--- src/rtl/mix_columns_seq.sv ---
`default_nettype none
// ============================================================================
// Module   : mix_columns_seq
// Brief    : Sequential AES MixColumns / InvMixColumns over a 128-bit state,
//            COLS_PER_CYCLE columns per clock. Optional macro MIXCOL_BYPASS_EN
//            adds in_bypass (result = latched state, for the AES final round).
// Revision : 1.0 - initial release
// ============================================================================
module mix_columns_seq #(
    parameter int COLS_PER_CYCLE = 1
) (
    input  logic         clk,
    input  logic         rst,
    input  logic         in_valid,
    output logic         in_ready,
    input  logic [127:0] in_state,
    input  logic         in_inv,
`ifdef MIXCOL_BYPASS_EN
    input  logic         in_bypass,
`endif
    output logic         out_valid,
    input  logic         out_ready,
    output logic [127:0] out_state,
    output logic         busy
);

    generate
        if (!(COLS_PER_CYCLE == 1 || COLS_PER_CYCLE == 2 || COLS_PER_CYCLE == 4)) begin : g_bad_cfg
            $error("mix_columns_seq: COLS_PER_CYCLE must be 1, 2 or 4");
        end
    endgenerate

    // The step wraps naturally in 2 bits, so COLS_PER_CYCLE=4 steps by 0.
    localparam logic [1:0] c_step = 2'(COLS_PER_CYCLE);
    localparam logic [1:0] c_last = 2'(4 - COLS_PER_CYCLE);

    typedef enum logic [1:0] {
        S_IDLE = 2'd0,
        S_RUN  = 2'd1,
        S_DONE = 2'd2
    } state_t;

    state_t      r_state;
    state_t      w_state_nxt;
    logic [1:0]  r_col_idx;
    logic        r_inv;
    logic [31:0] r_src [4];
    logic [31:0] r_res [4];
    logic [32*COLS_PER_CYCLE-1:0] w_lanes;
    logic [2*COLS_PER_CYCLE-1:0]  w_sels;
`ifdef MIXCOL_BYPASS_EN
    logic        r_bypass;
`endif

    function automatic logic [7:0] xtime(input logic [7:0] b);
        return {b[6:0], 1'b0} ^ (b[7] ? 8'h1b : 8'h00);
    endfunction

    // Multiply by a 4-bit constant as an XOR of the x1/x2/x4/x8 xtime chain.
    function automatic logic [7:0] gmul4(input logic [7:0] b, input logic [3:0] k);
        logic [7:0] x2, x4, x8;
        x2 = xtime(b);
        x4 = xtime(x2);
        x8 = xtime(x4);
        return ({8{k[0]}} & b) ^ ({8{k[1]}} & x2) ^ ({8{k[2]}} & x4) ^ ({8{k[3]}} & x8);
    endfunction

    function automatic logic [31:0] mixcol(input logic [31:0] col, input logic inv);
        logic [7:0]  a [4];
        logic [3:0]  k [4];
        logic [31:0] res;
        for (int r = 0; r < 4; r++) a[r] = col[31-8*r -: 8];
        if (inv) begin
            k[0] = 4'he; k[1] = 4'hb; k[2] = 4'hd; k[3] = 4'h9;
        end else begin
            k[0] = 4'h2; k[1] = 4'h3; k[2] = 4'h1; k[3] = 4'h1;
        end
        res = '0;
        // Each matrix row is the first row rotated right by the row index.
        for (int r = 0; r < 4; r++)
            for (int j = 0; j < 4; j++)
                res[31-8*r -: 8] = res[31-8*r -: 8] ^ gmul4(a[j], k[2'(j - r)]);
        return res;
    endfunction

    always_comb begin
        w_lanes = '0;
        w_sels  = '0;
        for (int j = 0; j < COLS_PER_CYCLE; j++) begin
            w_sels[2*j +: 2] = r_col_idx + 2'(j);
`ifdef MIXCOL_BYPASS_EN
            w_lanes[32*j +: 32] = r_bypass ? r_src[w_sels[2*j +: 2]]
                                           : mixcol(r_src[w_sels[2*j +: 2]], r_inv);
`else
            w_lanes[32*j +: 32] = mixcol(r_src[w_sels[2*j +: 2]], r_inv);
`endif
        end
    end

    always_ff @(posedge clk or posedge rst) begin
        if (rst) r_state <= S_IDLE;
        else     r_state <= w_state_nxt;
    end

    always_comb begin
        w_state_nxt = r_state;
        case (r_state)
            S_IDLE:  if (in_valid) w_state_nxt = S_RUN;
            S_RUN:   if (r_col_idx == c_last) w_state_nxt = S_DONE;
            S_DONE:  if (out_ready) w_state_nxt = S_IDLE;
            default: w_state_nxt = S_IDLE;
        endcase
    end

    always_ff @(posedge clk or posedge rst) begin
        if (rst) begin
            r_col_idx <= '0;
            r_inv     <= 1'b0;
`ifdef MIXCOL_BYPASS_EN
            r_bypass  <= 1'b0;
`endif
            for (int c = 0; c < 4; c++) begin
                r_src[c] <= '0;
                r_res[c] <= '0;
            end
        end else if (r_state == S_IDLE && in_valid) begin
            r_col_idx <= '0;
            r_inv     <= in_inv;
`ifdef MIXCOL_BYPASS_EN
            r_bypass  <= in_bypass;
`endif
            for (int c = 0; c < 4; c++) r_src[c] <= in_state[127-32*c -: 32];
        end else if (r_state == S_RUN) begin
            for (int j = 0; j < COLS_PER_CYCLE; j++)
                r_res[w_sels[2*j +: 2]] <= w_lanes[32*j +: 32];
            r_col_idx <= r_col_idx + c_step;
        end
    end

    assign in_ready  = (r_state == S_IDLE);
    assign out_valid = (r_state == S_DONE);
    assign busy      = (r_state != S_IDLE);
    assign out_state = {r_res[0], r_res[1], r_res[2], r_res[3]};

endmodule
`default_nettype wire

--- config.mk ---
export PLATFORM = sky130hd
export DESIGN_NAME = mix_columns_seq
export DESIGN_NICKNAME = d
export VERILOG_FILES = /design/src/rtl/mix_columns_seq.sv
export SDC_FILE = /design/constraint.sdc
export NUM_CORES = 1
export LEC_CHECK = 0
export CAP_MARGIN = 30
export CELL_PAD_IN_SITES_DETAIL_PLACEMENT = 1
export CELL_PAD_IN_SITES_GLOBAL_PLACEMENT = 1
export CORE_MARGIN = 2
export CORE_UTILIZATION = 37
export CTS_CLUSTER_SIZE = 10
export DETAILED_ROUTE_END_ITERATION = 10
export GPL_ROUTABILITY_DRIVEN = 1
export PLACE_DENSITY_LB_ADDON = 0.12
export SLEW_MARGIN = 0
export SYNTH_ARGS = -nofsm -noshare
export SYNTH_HDL_FRONTEND = slang
export SYNTH_SLANG_ARGS = --single-unit
export TNS_END_PERCENT = 20
--- constraint.sdc ---
create_clock -name clk -period 8.1 [get_ports clk]
set_clock_uncertainty 0.05 [all_clocks]
set_input_delay 0.81 -clock clk [delete_from_list [all_inputs] [get_ports clk]]
set_output_delay 0.81 -clock clk [all_outputs]
set_load 0.01 [all_outputs]
==> results.txt, run 1 <==
For the sequential-to-total area share from yosys stat, the log shows 53.8%. After synthesis, the most frequently instantiated cells are dfrtp_1, nand2_1, mux2_2. In this run the worst hold path is classified as reg2reg. In this run, CTS created clock tree buffers numbering 30.

The placer's final routability congestion estimate came out at 0.768. Prevailing post-synth register cell: dfrtp_1. Headroom to the max-slew limit came out at 36.4%. For this run, the number of Yosys warnings is 0. The synthesized netlist net count was 1,092; the mean number of vias per cell was 4.85.

The biggest fanout along the worst timing path is 29, and the overall die area is 0.0343 mm2. For this run, asynchronously set or reset flops after synthesis account for 100%. At the worst endpoint, the arrival time is 3960 ps.

Die outline width: 185 um. The via count of the first global-routing pass is 8,422. The most critical setup path has its startpoint at r_col_idx[1]$_DFFE_PP0P_.

The number of H-tree levels came out at 1. The tools report the clock tree root driver cell as clkbuf_16. For this run, the detailed router's first-pass iteration total came to 4. The average wire per standard cell was 19.8 um. Setup repair after global routing left no endpoint under its margin. TritonCTS built the clock tree. The first routing iteration left 319 violations. For this block, the routed nets add up to 32.5 mm of wire.

Buffers inserted to repair hold after CTS numbered 0. In this run the tool buffered the top-level ports with 263 buffer cells. Once placement completed, the tool counted placed cells totaling 1,606. The cell count after synthesis came out at 955.

The estimated wirelength of the detail-placed design is 23.6 mm, and the initial core utilization is 37.4%. Clock sink count: 261. The reg-to-reg startpoint is r_col_idx[1]$_DFFE_PP0P_. Once the clock tree was built, the setup fixing pass inserted 0 buffers. The number of gates resized after CTS was 0.

Measured along the y axis, the die boundary spans 185 um. After detailed routing, the number of remaining DRC violations is 0. The tools report the type of element capturing the critical path as a flip-flop.

At the worst endpoint, the required time is 8450 ps. In the final design database the tool counted 1,333 nets. The logs give 0 for the residual overflow from global routing and 7,967 for the total via count in the routed design. The tools report the critical path launch point type as a flip-flop. Each instance of the synthesized netlist takes up on average 12.7 um2.

In the final layout, the share of cells above drive strength 1 is 18.7%. Clock-pin slew was measured on the worst setup and hold paths at 60 ps. Global routing used 19.3% of the available tracks across all layers.

Among all cell types in the netlist, the one instantiated most often is dfrtp_1. The clock insertion delay at the later pin of the skew report is 550 ps. Final cycle utilization of the critical path: 44.6%. Cell taking the most area after synthesis: dfrtp_1.

The logs give 0.0151 mm2 for the post-place instance area and 0 for the number of max-capacitance violations reported. The kind of critical path was reg2reg. By area the synthesized netlist is led by dfrtp_1, mux2_2, mux4_2, nand2_1, xnor2_1. At the pin with the least slew margin, the transition time is 954 ps. The run gives 427 ps as the worst hold slack after final layout. The area overhead of the layout relative to synthesis is 31.4%, and the core area is 0.0325 mm2. The maximum frequency from static timing analysis was 277 MHz; the mapped cell area was 0.0122 mm2.

The first-pass GRT wire length came out at 50.5 mm. The run gives 31 as the count of unique library cells instantiated by Yosys. The start point of the worst min-delay path is out_state[95]$_DFFE_PP0P_. Row generation in the floorplan step produced 66 rows. Leaving out filler cells and counting taps, the final layout contains 1,644.

The count of nets left with antenna violations once routing finished came out at 0. The number of enable flip-flop cells after synthesis is 0, and the top-level port count is 264. Entering global routing, the biggest net connects 128 pins. The run gives 0 as the final hold violation count. Setup violations remaining at the end of the flow were counted as 0.

The top cell type's share of synthesized area came out at 53.8%. Summed over all failing endpoints, the final setup total negative slack is 0 ps. Counting I/O delays and the setup requirement, the final critical path takes 3610 ps. In this run, synthesis produced a sequential element count of 261. The flow ran to the end, and the final reports show no timing, DRC or antenna violations.

The initial antenna violation count is 2, and the maximum clock insertion buffer count is 3. For the post-route cell area, the log shows 0.0160 mm2. The run gives 0 as the number of max-slew violations in the final report.
registers in the layout, indices dropped and copies added (netlist names):
| signal | count |
|---|---|
| out_state | 128 |
| r_col_idx | 2 |
| r_inv | 1 |
| r_src | 128 |
| r_state | 2 |
cells by family (layout without fill, tap and decap cells):
kind of cell	count (synthesis)	in the layout	synth area share, %
other cells	0	1	0
flops	261	261	53.8
mux	163	163	18.1
xor+xnor	142	142	13.6
simple gates	178	178	5.68
buf+inv	70	316	2.71
fa+ha+maj	4	4	0.412
compound gates	137	137	5.76
critical path, cell delays in order (launching register included):
cell and delay, ps:
dfrtp_2 470, buf_4 520, mux4_2 770, xnor3_1 540, xor2_1 210, xnor2_1 180, xor2_1 500, o21ai_1 170
cell usage in the layout (no fill, tap or decap), drive strengths merged, types with 2 or more instances in the layout:
cell type,netlist,layout
nand2,165,165
mux4,32,32
xnor2,73,73
mux2i,2,2
nor2,4,4
dfrtp,261,261
xor3,9,9
clkbuf,43,37
o21ai,129,129
inv,6,6
nand2b,2,2
xor2,44,44
buf,21,10
xnor3,16,16
mux2,129,129
ha,4,4
a21oi,6,6
nor2b,5,5
clkdlybuf4s50,0,263
path summary, 6_finish.rpt:
| kind | endpoint | slack (ps) | depth (start not counted) |
|---|---|---|---|
| max | out_state[84]$_DFFE_PP0P_ | 4490 | 7 |
| min | out_state[95]$_DFFE_PP0P_ | 430 | 2 |
| max reg2reg | out_state[84]$_DFFE_PP0P_ | 4490 | 7 |
| min reg2reg | out_state[95]$_DFFE_PP0P_ | 430 | 2 |
| max in group asynchronous | out_state[100]$_DFFE_PP0P_ | 5710 | 3 |
| min in group asynchronous | r_src[28]$_DFFE_PP0P_ | 740 | 2 |
per-stage QoR:
step / setup slack [ps] / util, %
floorplan: 56.5 / -
global placement: 4500 / 46.6
detailed placement: 4480 / 46.6
CTS: 4430 / 49.2
global route: 4300 / 49.2
finish: 4490 / 49.2
area by class of cell:
type                       instances  area [um2]
timing repair buffer             273        2710
clock buffer                      37         838
antenna                            1        2.50
fill                            3375       16500
sequential                       261        6530
inverter                           6        30.0
multi-input combinational        624        5300
tap                              442         553
metal layers:
metal  track usage, %  vias up  share of wire (%)
met5                0        -              0.040
met4             3.68        2                1.8
met3             4.23       43                5.9
met2             30.5      213                 46
met1             27.6     3993                 47
li1                 -     3716                  -
Power of run 1 is not shown: default switching activity piles up to over one toggle a cycle in this logic, so the estimate is an artifact.
==> run 2: changes to the inputs <==
clock period = 3 ns   (was 8.1 ns; I/O delays follow)
==> results.txt, run 2 (synthesis results as in run 1) <==
Clock latency on the worst-skew pair, taken at its later pin, is 550 ps. Measured along the y axis, the die boundary spans 185 um. STA classifies the critical path startpoint as a flip-flop. Based on the critical path, the design can be clocked at up to 347 MHz.

The number of max-slew violations in the final report came out at 0. The startpoint identified for the worst register-to-register timing path is r_col_idx[0]$_DFFE_PP0P_. The number of fillers in the final layout was 3,339; the number of H-tree levels was 1.

The core area is 0.0325 mm2. In this run the horizontal extent of the chip is 185 um. The placer's final routability congestion estimate is 0.837. The number of antenna repair diodes is 0, and the biggest fanout along the worst timing path is 11.

The clock-pin slew reported for the worst setup and hold paths after clock tree synthesis works out to 60 ps. STA classifies the critical path endpoint as a flip-flop. The capture instance of the worst register-to-register path is out_state[94]$_DFFE_PP0P_. The worst hold path belongs to the class in2async. The required time of the critical path is 3370 ps, and the setup slack of the worst register-to-register path is 120 ps.

Using the TritonRoute via totals, the vias-per-cell ratio works out to 4.80. Leaving out fill and tap cells, the most frequent cells in the layout are clkdlybuf4s50_1, dfrtp_1, nand2_1, mux2_2, o21ai_1. The run finished with clean final reports. In this run the remaining antenna-violating nets after routing total 0.

For this configuration, the core starts out at a cell density of 37.4%. Wire length reported by the detailed router: 33.4 mm. Relative to the synthesized area, the layout overhead comes to 34.8%.

After clock tree synthesis, the flow added hold-fix buffers numbering 0. The setup path with the least slack is of type reg2reg. The first-pass GRT wire length was 52.1 mm; the post-route cell area was 0.0164 mm2.

The tools report the clock sink count as 261. Setup total negative slack on the finished layout was measured at 0 ps. The slew at the pin closest to its max-slew limit came out at 649 ps. The clock tree root driver cell is clkbuf_16. Among all stages on the critical path, the largest delay is contributed by mux4_2. The first detailed-routing pass took 4 iterations.

The first routing iteration left 282 violations. Setup repair after global routing could not meet its margin everywhere. The floorplan step defined a die boundary enclosing 0.0343 mm2. In this design, the largest share of critical-path delay is due to XOR/XNOR gates. Buffers inserted during clock tree synthesis total 31. The average wire per standard cell was 19.8 um. The top-level port count was 264; the largest net degree at the start of global routing was 122. Worst stage delay on the critical path: 700 ps.

The final cycle utilization of the critical path works out to 96.2%. For the normalized max-slew margin, the log shows 56.8%. Summed over all layers, the global routing overflow is 0. Leaving out fill and tap cells, the most frequent cell in the layout is clkdlybuf4s50_1. Number of remaining DRC errors: 0. At the worst endpoint, the arrival time is 3250 ps. Cells with a size suffix above 1 make up 21.2% of the layout.

Setup violations remaining at the end of the flow were counted as 0. For the initial antenna violation count, the log shows 0. The run gives 0 as the final hold violation count.

Most frequent cell on the critical path: xor2_1. The tools report the global router's overall resource usage as 19.9%. Maximum clock insertion buffer count: 3. The post-layout net count came out at 1,371. Summing all placed instances gives a cell area of 0.0155 mm2. The total via count in the routed design is 8,080. Before CTS, the worst setup slack after placement is 75.0 ps. The floorplan has 66 rows. TritonCTS built the clock tree. The worst-case reg-to-reg path depth was 7. The worst path setup slack after routing is 115 ps, and the total buffers and inverters traversed by the critical path is 1. The worst path needs 2880 ps of the cycle, external delays included. Traced cell by cell, the critical path runs through mux4_2 > xor2_1 > xnor3_1 > nand2_1 > xor2_1 > buf_4 > o21ai_1.

The estimated wirelength of the detail-placed design came out at 24.9 mm. The via count of the first global-routing pass was 8,759; the total of buffers placed on input and output ports was 263. Number of max-capacitance violations reported: 0.
[run 2: cell count changes in the layout (fill, tap and decap cells not counted), moves of 3 or more]
cell	previous run	this run
buf_4	10	36
buf_12	0	10
clkbuf_1	2	7
clkbuf_8	4	0
clkinvlp_4	0	3
xnor2_1	69	66
xnor2_2	3	6
[run 2: worst max path at each step]
| stage | slack, ps | to | cells after the start | start |
|---|---|---|---|---|
| 6_report | 120 | out_state[94]$_DFFE_PP0P_ | 7 | r_col_idx[0]$_DFFE_PP0P_ |
| 5_1_grt | -30 | out_state[36]$_DFFE_PP0P_ | 7 | r_col_idx[1]$_DFFE_PP0P_ |
| 4_1_cts | 50 | out_state[18]$_DFFE_PP0P_ | 9 | r_col_idx[0]$_DFFE_PP0P_ |
| 3_5_place_dp | 70 | out_state[18]$_DFFE_PP0P_ | 9 | r_col_idx[0]$_DFFE_PP0P_ |
| 3_3_place_gp | 120 | out_state[25]$_DFFE_PP0P_ | 8 | r_col_idx[0]$_DFFE_PP0P_ |
| 2_1_floorplan | -790 | out_state[0]$_DFFE_PP0P_ | 1 | rst |
[run 2: worst register-to-register path, cell delays in order (launching register included)]
cell	delay (ps)
dfrtp_4	530
mux4_2	700
xor2_1	370
xnor3_1	450
nand2_1	90
xor2_1	300
buf_4	200
o21ai_1	70
[run 2: area by class of cell]
cell class | instances | area [um2] | share of cell area (%)
clock buffer | 38 | 802 | 4.90
clock inverter | 3 | 20.0 | 0.122
inverter | 6 | 26.3 | 0.160
multi-input combinational | 624 | 5330 | 32.5
sequential | 261 | 6540 | 39.9
tap | 442 | 553 | 3.38
timing repair buffer | 310 | 3110 | 19.0
[run 2: through the flow]
| step | hold WS [ps] | instances | utilization [%] |
|---|---|---|---|
| floorplan | 358 | 955 | - |
| global placement | 411 | 1642 | 47.8 |
| detailed placement | 420 | 1642 | 47.8 |
| CTS | 2.33 | 1683 | 50.4 |
| global route | 28.5 | 1684 | 50.5 |
| finish | 22.6 | 1684 | 50.5 |
[run 2: what timing repair did]
item / in CTS / in global routing
setup endpoints to repair: 0 / 21
buffers inserted: 0 / 1
resized for setup: 0 / 5
endpoints found under the hold margin: 0 / 0
[run 2: per-layer routing]
| layer | GRT usage (%) | share of wire, % |
|---|---|---|
| met5 | 0 | 0 |
| met4 | 3.78 | 1.6 |
| met3 | 2.95 | 4.5 |
| met2 | 31.8 | 46 |
| met1 | 29.0 | 48 |
Power of run 2 is left out for the same reason.
